==> config.mk <==
export PLATFORM = sky130hd
export DESIGN_NAME = uart_rx_unescape
export DESIGN_NICKNAME = d
export VERILOG_FILES = /design/src/rtl/uart_rx_unescape_pkg.sv /design/src/rtl/uart_rx_core.sv /design/src/rtl/uart_rx_unescape.sv
export SDC_FILE = /design/constraint.sdc
export NUM_CORES = 1
export LEC_CHECK = 0
export ABC_AREA = 1
export CORE_AREA = 5 5 52 72
export CTS_CLUSTER_DIAMETER = 120
export DETAILED_ROUTE_END_ITERATION = 10
export DIE_AREA = 0 0 57 77
export DONT_BUFFER_PORTS = 1
export PLACE_DENSITY = 0.74
export SYNTH_ARGS = -nofsm -noshare
export SYNTH_HDL_FRONTEND = slang
export SYNTH_HIERARCHICAL = 1
export SYNTH_SLANG_ARGS = --single-unit
==> constraint.sdc <==
create_clock -name mclk -period 2.45 [get_ports mclk]
set_input_delay 0.49 -clock mclk [delete_from_list [all_inputs] [get_ports mclk]]
set_output_delay 0.49 -clock mclk [all_outputs]
set_load 0.02 [all_outputs]
==> src/rtl/uart_rx_unescape_pkg.sv <==
// uart_rx_unescape_pkg: framing byte defaults shared with the transmit-side escaper,
// plus the receiver state encoding.
package uart_rx_unescape_pkg;
   localparam logic [7:0] FLAG_BYTE_DEF = 8'h7E;
   localparam logic [7:0] ESC_BYTE_DEF  = 8'h7D;
   localparam logic [7:0] ESC_XOR_DEF   = 8'h20;
   typedef enum logic [2:0] {
      RX_IDLE  = 3'd0,
      RX_START = 3'd1,
      RX_DATA  = 3'd2,
      RX_STOP  = 3'd3,
      RX_BREAK = 3'd4
   } rx_state_e;
endpackage

==> src/rtl/uart_rx_core.sv <==
// uart_rx_core: rxd synchronizer and 8N1 bit-level receiver; strobes are combinational
// in the stop-sample cycle so the top-level register adds exactly one cycle.
module uart_rx_core
   import uart_rx_unescape_pkg::*;
#(
   parameter int BIT_CYCLES = 50
) (
   input  logic       mclk,
   input  logic       reset,
   input  logic       rxd,
   output logic [7:0] byte_data,
   output logic       byte_strobe,
   output logic       frame_err
);
   localparam int CW = $clog2(BIT_CYCLES);
   localparam logic [CW-1:0] HALF_LOAD = CW'(BIT_CYCLES / 2 - 1);
   localparam logic [CW-1:0] FULL_LOAD = CW'(BIT_CYCLES - 1);
   logic [1:0]    sync_q;
   logic          rxs_prev_q;
   rx_state_e     state_q, state_d;
   logic [CW-1:0] cnt_q, cnt_d;
   logic [2:0]    bit_q, bit_d;
   logic [7:0]    shift_q, shift_d;
   logic          rxs, expired;
   assign rxs       = sync_q[1];
   assign expired   = cnt_q == '0;
   assign byte_data = shift_q;
   always_ff @(posedge mclk or posedge reset)
      if (reset) begin
         sync_q     <= 2'b11;
         rxs_prev_q <= 1'b1;
         state_q    <= RX_IDLE;
         cnt_q      <= '0;
         bit_q      <= '0;
         shift_q    <= '0;
      end else begin
         sync_q     <= {sync_q[0], rxd};
         rxs_prev_q <= rxs;
         state_q    <= state_d;
         cnt_q      <= cnt_d;
         bit_q      <= bit_d;
         shift_q    <= shift_d;
      end
   always_comb begin
      state_d     = state_q;
      cnt_d       = expired ? cnt_q : cnt_q - 1'b1;
      bit_d       = bit_q;
      shift_d     = shift_q;
      byte_strobe = 1'b0;
      frame_err   = 1'b0;
      case (state_q)
         RX_IDLE:
            if (rxs_prev_q && !rxs) begin
               state_d = RX_START;
               cnt_d   = HALF_LOAD;
            end
         RX_START:
            if (expired) begin
               state_d = rxs ? RX_IDLE : RX_DATA;
               cnt_d   = FULL_LOAD;
               bit_d   = '0;
            end
         RX_DATA:
            if (expired) begin
               shift_d = {rxs, shift_q[7:1]};
               bit_d   = bit_q + 1'b1;
               cnt_d   = FULL_LOAD;
               state_d = bit_q == 3'd7 ? RX_STOP : RX_DATA;
            end
         RX_STOP:
            // Leaving for IDLE in the sample cycle lets a back-to-back start edge be seen.
            if (expired) begin
               byte_strobe = rxs;
               frame_err   = !rxs;
               state_d     = rxs ? RX_IDLE : RX_BREAK;
            end
         RX_BREAK:
            if (rxs) state_d = RX_IDLE;
         default:
            state_d = RX_IDLE;
      endcase
   end
endmodule

==> src/rtl/uart_rx_unescape.sv <==
// uart_rx_unescape: UART receive front end that strips flag bytes and escape
// sequences, emitting registered single-cycle data/flag/error strobes.
module uart_rx_unescape
   import uart_rx_unescape_pkg::*;
#(
   parameter int         BIT_CYCLES = 50,
   parameter logic [7:0] FLAG_BYTE  = FLAG_BYTE_DEF,
   parameter logic [7:0] ESC_BYTE   = ESC_BYTE_DEF,
   parameter logic [7:0] ESC_XOR    = ESC_XOR_DEF
) (
   input  logic       mclk,
   input  logic       reset,
   input  logic       rxd,
   output logic [7:0] rx_data,
   output logic       rx_data_strobe,
   output logic       rx_flag,
   output logic       rx_error
);
   logic [7:0] byte_data;
   logic       byte_strobe, frame_err;
   logic       esc_q, esc_d;
   logic [7:0] rx_data_q, rx_data_d;
   logic       strobe_q, strobe_d, flag_q, flag_d, error_q, error_d;
   uart_rx_core #(.BIT_CYCLES(BIT_CYCLES)) u_core (
      .mclk        (mclk),
      .reset       (reset),
      .rxd         (rxd),
      .byte_data   (byte_data),
      .byte_strobe (byte_strobe),
      .frame_err   (frame_err)
   );
   assign rx_data        = rx_data_q;
   assign rx_data_strobe = strobe_q;
   assign rx_flag        = flag_q;
   assign rx_error       = error_q;
   always_ff @(posedge mclk or posedge reset)
      if (reset) begin
         esc_q     <= 1'b0;
         rx_data_q <= 8'h00;
         strobe_q  <= 1'b0;
         flag_q    <= 1'b0;
         error_q   <= 1'b0;
      end else begin
         esc_q     <= esc_d;
         rx_data_q <= rx_data_d;
         strobe_q  <= strobe_d;
         flag_q    <= flag_d;
         error_q   <= error_d;
      end
   always_comb begin
      esc_d     = esc_q;
      rx_data_d = rx_data_q;
      strobe_d  = 1'b0;
      flag_d    = 1'b0;
      error_d   = 1'b0;
      if (frame_err) begin
         error_d = 1'b1;
         esc_d   = 1'b0;
      end else if (byte_strobe) begin
         // A flag always wins, silently dropping a half-finished escape.
         if (byte_data == FLAG_BYTE) begin
            flag_d = 1'b1;
            esc_d  = 1'b0;
         end else if (esc_q) begin
            rx_data_d = byte_data ^ ESC_XOR;
            strobe_d  = 1'b1;
            esc_d     = 1'b0;
         end else if (byte_data == ESC_BYTE) begin
            esc_d = 1'b1;
         end else begin
            rx_data_d = byte_data;
            strobe_d  = 1'b1;
         end
      end
   end
endmodule

; After elaboration in Yosys (flattened, before gate mapping)
; Index checks and enable logic that the tools add are counted.
[word_totals]
reg_bits = 35
inputBits = 3
elab_cells = 76
[op_classes]
add_sub_neg = 2
n_eq_ne = 13
muxes = 36
bitwise = 3
n_reduce_logical = 11
[ops]
columns = operator, n
row1 = 2-to-1 mux 3 bit, 8
row2 = 2-to-1 mux 1 bit, 19
row3 = 2-to-1 mux 6 bit, 3
row4 = equality test 8 x 7 -> 1 bit (second input constant), 2
row5 = 2-to-1 mux 8 bit, 2
row6 = one-hot mux 3 bit (5 select lines), 1
row7 = one-hot mux 6 bit (2 select lines), 1
row8 = != test 2 x 1 -> 1 bit (second input constant), 5
row9 = equality test 3 x 2 -> 1 bit (second input constant), 2
row10 = equality test 3 bit (second input constant), 2
row11 = logical NOT 6 bit, 1
row12 = one-hot mux 3 bit (2 select lines), 1
row13 = subtractor 6 x 1 -> 6 bit (second input constant), 1
row14 = AND reduction 5 bit, 1
row15 = AND reduction 4 bit, 1
row16 = nonzero test 2 bit, 2
row17 = adder 3 x 1 -> 3 bit (second input constant), 1
row18 = equality test 3 x 1 -> 1 bit (second input constant), 1
row19 = logical NOT 3 bit, 1
row20 = NOT 1 bit, 3
row21 = AND reduction 3 bit, 1
row22 = 2-to-1 mux 2 bit, 1
row23 = != test 2 bit (second input constant), 1
row24 = AND reduction 2 bit, 1
row25 = 3 further kinds, 3

; Longest topological paths before layout
[logic_depth]
depth_word = 6
mapped_depth = 9
ltp_nobuf = 9

; Modules after synthesis
; Netlist, hierarchy kept.
[modules_own_cells]
columns = module, n_inst, cells_each, area_each_um2, seq_area_each_um2
row1 = uart_rx_core, 1, 133, 1178.6, 579.3
row2 = uart_rx_unescape, 1, 60, 564.3, 300.3

; Worst setup path before layout
; No wires, ideal clock.
[synth_path]
kind = reg-to-reg
from = reg u_core.cnt_q[0]
to = reg rx_data_q[5] (netlist: rx_data[5])
setup_ps = 66
t_arrival_ps = 1676
required_time_ps = 2384
path_slack_ps = 708
path_stages_with_launch = 9
synth_period_minus_slack_ps = 1742
cell_sequence = dfrtp_1 inv_1 ha_1 nand3_4 nor3_1 nor2_4 nand3_4 nand2_1 nand2_1
[synth_between]
elab_chain_cells = 5
[synth_rtl]
columns = item, line_no
row1 = from (decl), uart_rx_core.sv:21  ; logic [CW-1:0] cnt_q, cnt_d;
row2 = from (signal assigned), uart_rx_core.sv:40  ; cnt_q <= cnt_d;
row3 = logical NOT 6 bit *, uart_rx_core.sv:26  ; assign expired = cnt_q == '0;
row4 = 2-to-1 mux 1 bit, uart_rx_core.sv:72  ; if (expired) begin
row5 = 2-to-1 mux 1 bit, uart_rx_core.sv:51  ; case (state_q)
row6 = NOT 1 bit (no source line), n/a
row7 = AND reduction 4 bit (no source line) *, n/a
row8 = to (signal assigned), uart_rx_unescape.sv:45  ; rx_data_q <= rx_data_d;
row9 = to (decl), uart_rx_unescape.sv:22  ; logic [7:0] rx_data_q, rx_data_d;
; Mark *: on every way between the ends. The rest lies on a longest branch, timed or not.
; A chain may end at the register's enable or synchronous reset.

; Worst setup path after layout
[layout_path]
from = reg u_core.cnt_q[0]
to = reg rx_data_q[2] (netlist: rx_data[2])
[layout_rtl]
columns = item, line_no
row1 = logical NOT 6 bit, uart_rx_core.sv:26
row2 = 2-to-1 mux 1 bit, uart_rx_core.sv:72
row3 = 2-to-1 mux 1 bit, uart_rx_core.sv:51
row4 = net byte_strobe, uart_rx_unescape.sv:20  ; logic byte_strobe, frame_err;
row5 = AND reduction 4 bit (no source line), n/a
; The timed path passes the listed nets, and every way through them passes these cells.

==> key figures <==
Drt
  • Met1 WL: 1190 µm
  • Final ANT Viol Nets: 0
  • Total routed wirelength: 3157 µm
  • First-pass detailed-route iteration total: 4
  • Wirelength per Cell: 13.21 µm
  • WL met2: 1714 µm
  • Detailed Route Iter0 Violations: 32
  • Via Count: 1283
  • Via-to-Cell Ratio: 5.368
  • DRC: 0
  • Met3 WL: 145 µm
  • Top layer in use: met4

Global route
  • Antenna violations before repair: 0
  • Total gr overflow: 0
  • First-pass GRT wire length: 5568 µm
  • Largest net degree at the start of global routing: 24
  • Gr usage total: 16.52%
  • Vias in the first global route: 1301

Layout
  • Nets@finish: 206
  • Layout cells sized above 1: 13.50%
  • Post-Layout Inst Area: 0.001849 mm²
  • N_diodes: 0
  • Area added between synthesis and finish: 6.102%
  • FILL cells: 263

Clock network
  • Clk Latency, worst-skew pair: 0.28 ns
  • Resized Gates After CTS: 0
  • CTS Buf Count: 5
  • CTS tree: built
  • Clock Sinks: 35
  • Post-CTS Repair Setup Buffers: 0
  • Post-cts hold buffer count: 0
  • Clock Tree Buf Depth: 2
  • Clock transition at the registers of the reported paths: 0.07 ns
  • # H-tree levels: 2
  • Clock Root Buffer: clkbuf_8

Critical path
  • Crit-path slowest cell: dfrtp_1
  • Kind of critical path: reg -> reg
  • Worst Reg-to-Reg Cells: 9
  • Peak fanout along the critical path: 10
  • CP endpoint kind: register
  • Cell Chain, Critical Path: inv_1, ha_1, nand3_4, nor3_1, inv_1, nor2_4, nand3_4, nand2_1, nand2_1
  • Largest stage delay on the critical path: 0.38 ns
  • CP arrival: 2.10 ns
  • WP data required: 2.63 ns
  • CP Launch Type: register

Floorplan
  • Die W: 57 µm
  • Die Height: 77 µm
  • Die area: 0.004389 mm²
  • Initial core utilization: 56.90%
  • Rows: 24
  • Core ar.: 0.003063 mm²
  • Ports: 14

Synthesis
  • Synth area leaders: dfrtp_1 (46%), nand2_1 (14%), nand3_1 (6.6%)
  • Register area share after synthesis: 50.47%
  • Avg Cell Area, Syn: 9.031 µm²
  • Largest family of logic cells by synthesized area: simple AND/OR/NAND/NOR gates
  • Adder-Cell Fraction of Synth Area: 2.872%
  • Synth Area in Compound Gates: 2.441%
  • Simple-gate share of the synthesized area: 35.10%
  • Warnings from Yosys: 6
  • Syn_nets: 200
  • Synthesized area: 0.001743 mm²
  • Yosys top cell by area: dfrtp_1
  • Count of different cell masters after synthesis: 26
  • Post-synth top area share: 45.94%
  • Multiplexer share of the synthesized area: 0%
  • Mapped Cells: 193
  • #FFs+latches synth: 35
  • Synth Area in XOR/XNOR: 1.005%

Pwr
  • Max IR drop VDD: 0.5487 mV
  • Tot Pwr: 1671 µW
  • Pwr dens: 903.5 mW/mm²
  • P_leak: 0.0009605 µW

Worst hold path
  • Hold Crit Class: in -> async

Timing
  • Fin. Hold Viols: 0
  • Relative slew slack: 42.48%
  • Worst-margin pin slew: 0.8618 ns
  • Final Max Slew Viols: 0
  • Setup TNS: 0 ns
  • Final min period: 1.923 ns
  • Max Clk Rate: 520.2 MHz
  • Final setup violation count: 0
  • Clk_skew: 0.005241 ns
  • Ratio of final minimum period to clock period: 78.47%
  • RSZ-0062 raised after global routing: false

Flow run
  • Max-cap viol count: 0

Placed design
  • Post-DP HPWL: 2430 µm
  • Placer Congestion: 0.9805
  • Placed Area: 0.001768 mm²
  • Port Buffers: 0

Run status
  • Status: completed
metrics by stage:
step	utilization, %	instances	setup WS (ns)	hold WS [ns]
after global routing	60.38	239	0.3095	0.1211
after CTS	60.38	239	0.5177	0.08569
after global placement	57.72	231	0.6331	0.3477
after floorplan	-	193	0.7083	0.3452
after detailed placement	57.72	231	0.5258	0.3508
final	60.38	239	0.5275	0.08336
Yosys cell counts:
cell type / n
dfrtp_1: 32
o21ai_2: 2
nand2_1: 63
inv_2: 1
nand3_4: 3
inv_1: 18
dfstp_2: 3
nand4_1: 9
o21ai_1: 1
bufinv_16: 1
nor2_1: 13
nor2_2: 1
clkinv_4: 1
nor3_2: 1
nand2_2: 2
xor2_1: 1
nand3_1: 23
buf_6: 1
nor2_4: 3
xnor2_1: 1
nor3_1: 2
nand2_8: 1
ha_1: 4
buf_12: 1
nand3_2: 1
o21ai_0: 4
placed cells by master (no fill, tap or decap):
cell type,instances
xor2_1,1
nand2_8,1
dfrtp_1,32
clkbuf_8,5
nand3_1,23
nor3_2,1
buf_4,1
o21ai_2,2
o21ai_0,4
nor2_2,1
o21ai_1,1
clkbuf_1,2
nand3_2,1
nand3_4,3
inv_2,1
nand4_1,9
nand2_1,63
bufinv_16,1
xnor2_1,1
clkinv_2,1
nor3_1,2
inv_1,18
ha_1,4
clkinv_4,1
nor2_4,3
nor2_1,13
dfstp_2,3
nand2_2,2
worst max-delay path, delay by kind of cell (launching register included):
kind	cells	cell delay, ns
simple gates	6	0.93
flops	1	0.38
fa+ha+maj	1	0.29
buf+inv	2	0.23
worst paths after layout:
path                                            start                    endpoint  slack, ns
setup / recovery            u_core/cnt_q[0]$_DFF_PP0_      rx_data[2]$_DFFE_PP0P_       0.53
hold / removal                                  reset      rx_data[3]$_DFFE_PP0P_       0.08
min in group mclk                                 rxd  u_core/sync_q[0]$_DFF_PP1_       0.20
max in group asynchronous                       reset   u_core/cnt_q[0]$_DFF_PP0_       1.65
setup reg to reg            u_core/cnt_q[0]$_DFF_PP0_      rx_data[2]$_DFFE_PP0P_       0.53
hold reg to reg            u_core/sync_q[0]$_DFF_PP1_  u_core/sync_q[1]$_DFF_PP1_       0.36
metal layers:
metal / global-route usage, % / vias up
met5: 0 / -
met4: 9.745 / 0
met3: 5.714 / 11
met2: 29.63 / 34
met1: 15.62 / 606
li1: - / 632
sequential cells by signal, summed over array words and instances (netlist names):
| signal | flops |
|---|---|
| rx_data | 8 |
| u_core/byte_data | 8 |
| u_core/cnt_q | 6 |
| u_core/bit_q | 3 |
| u_core/state_q | 3 |
| u_core/sync_q | 2 |
| esc_q | 1 |
| rx_data_strobe | 1 |
| rx_error | 1 |
| rx_flag | 1 |
| u_core/rxs_prev_q | 1 |
kinds of logic after synthesis:
family,Yosys count
AND/OR/NAND/NOR,122
AO/OA/AOI/OAI,7
buffers and inverters,23
XOR/XNOR,2
flip-flops,35
adder cells (fa/ha/maj),4
power by group:
group          total (µW)  internal, µW  switching, µW
Clock                 391           199            192
Combinational         510           202            308
Sequential            770           668            101
Total                1670          1070            601
final cells by class:
type	count	area, µm²	area share [%]
tap	39	48.80	2.639
inverter	21	110.1	5.954
clock inverter	1	5.005	0.2706
clock buffer	7	76.32	4.127
sequential	35	879.6	47.56
multi-input combinational	135	721.9	39.04
timing repair buffer	1	7.507	0.4060
(Power assumes the default switching activity.)
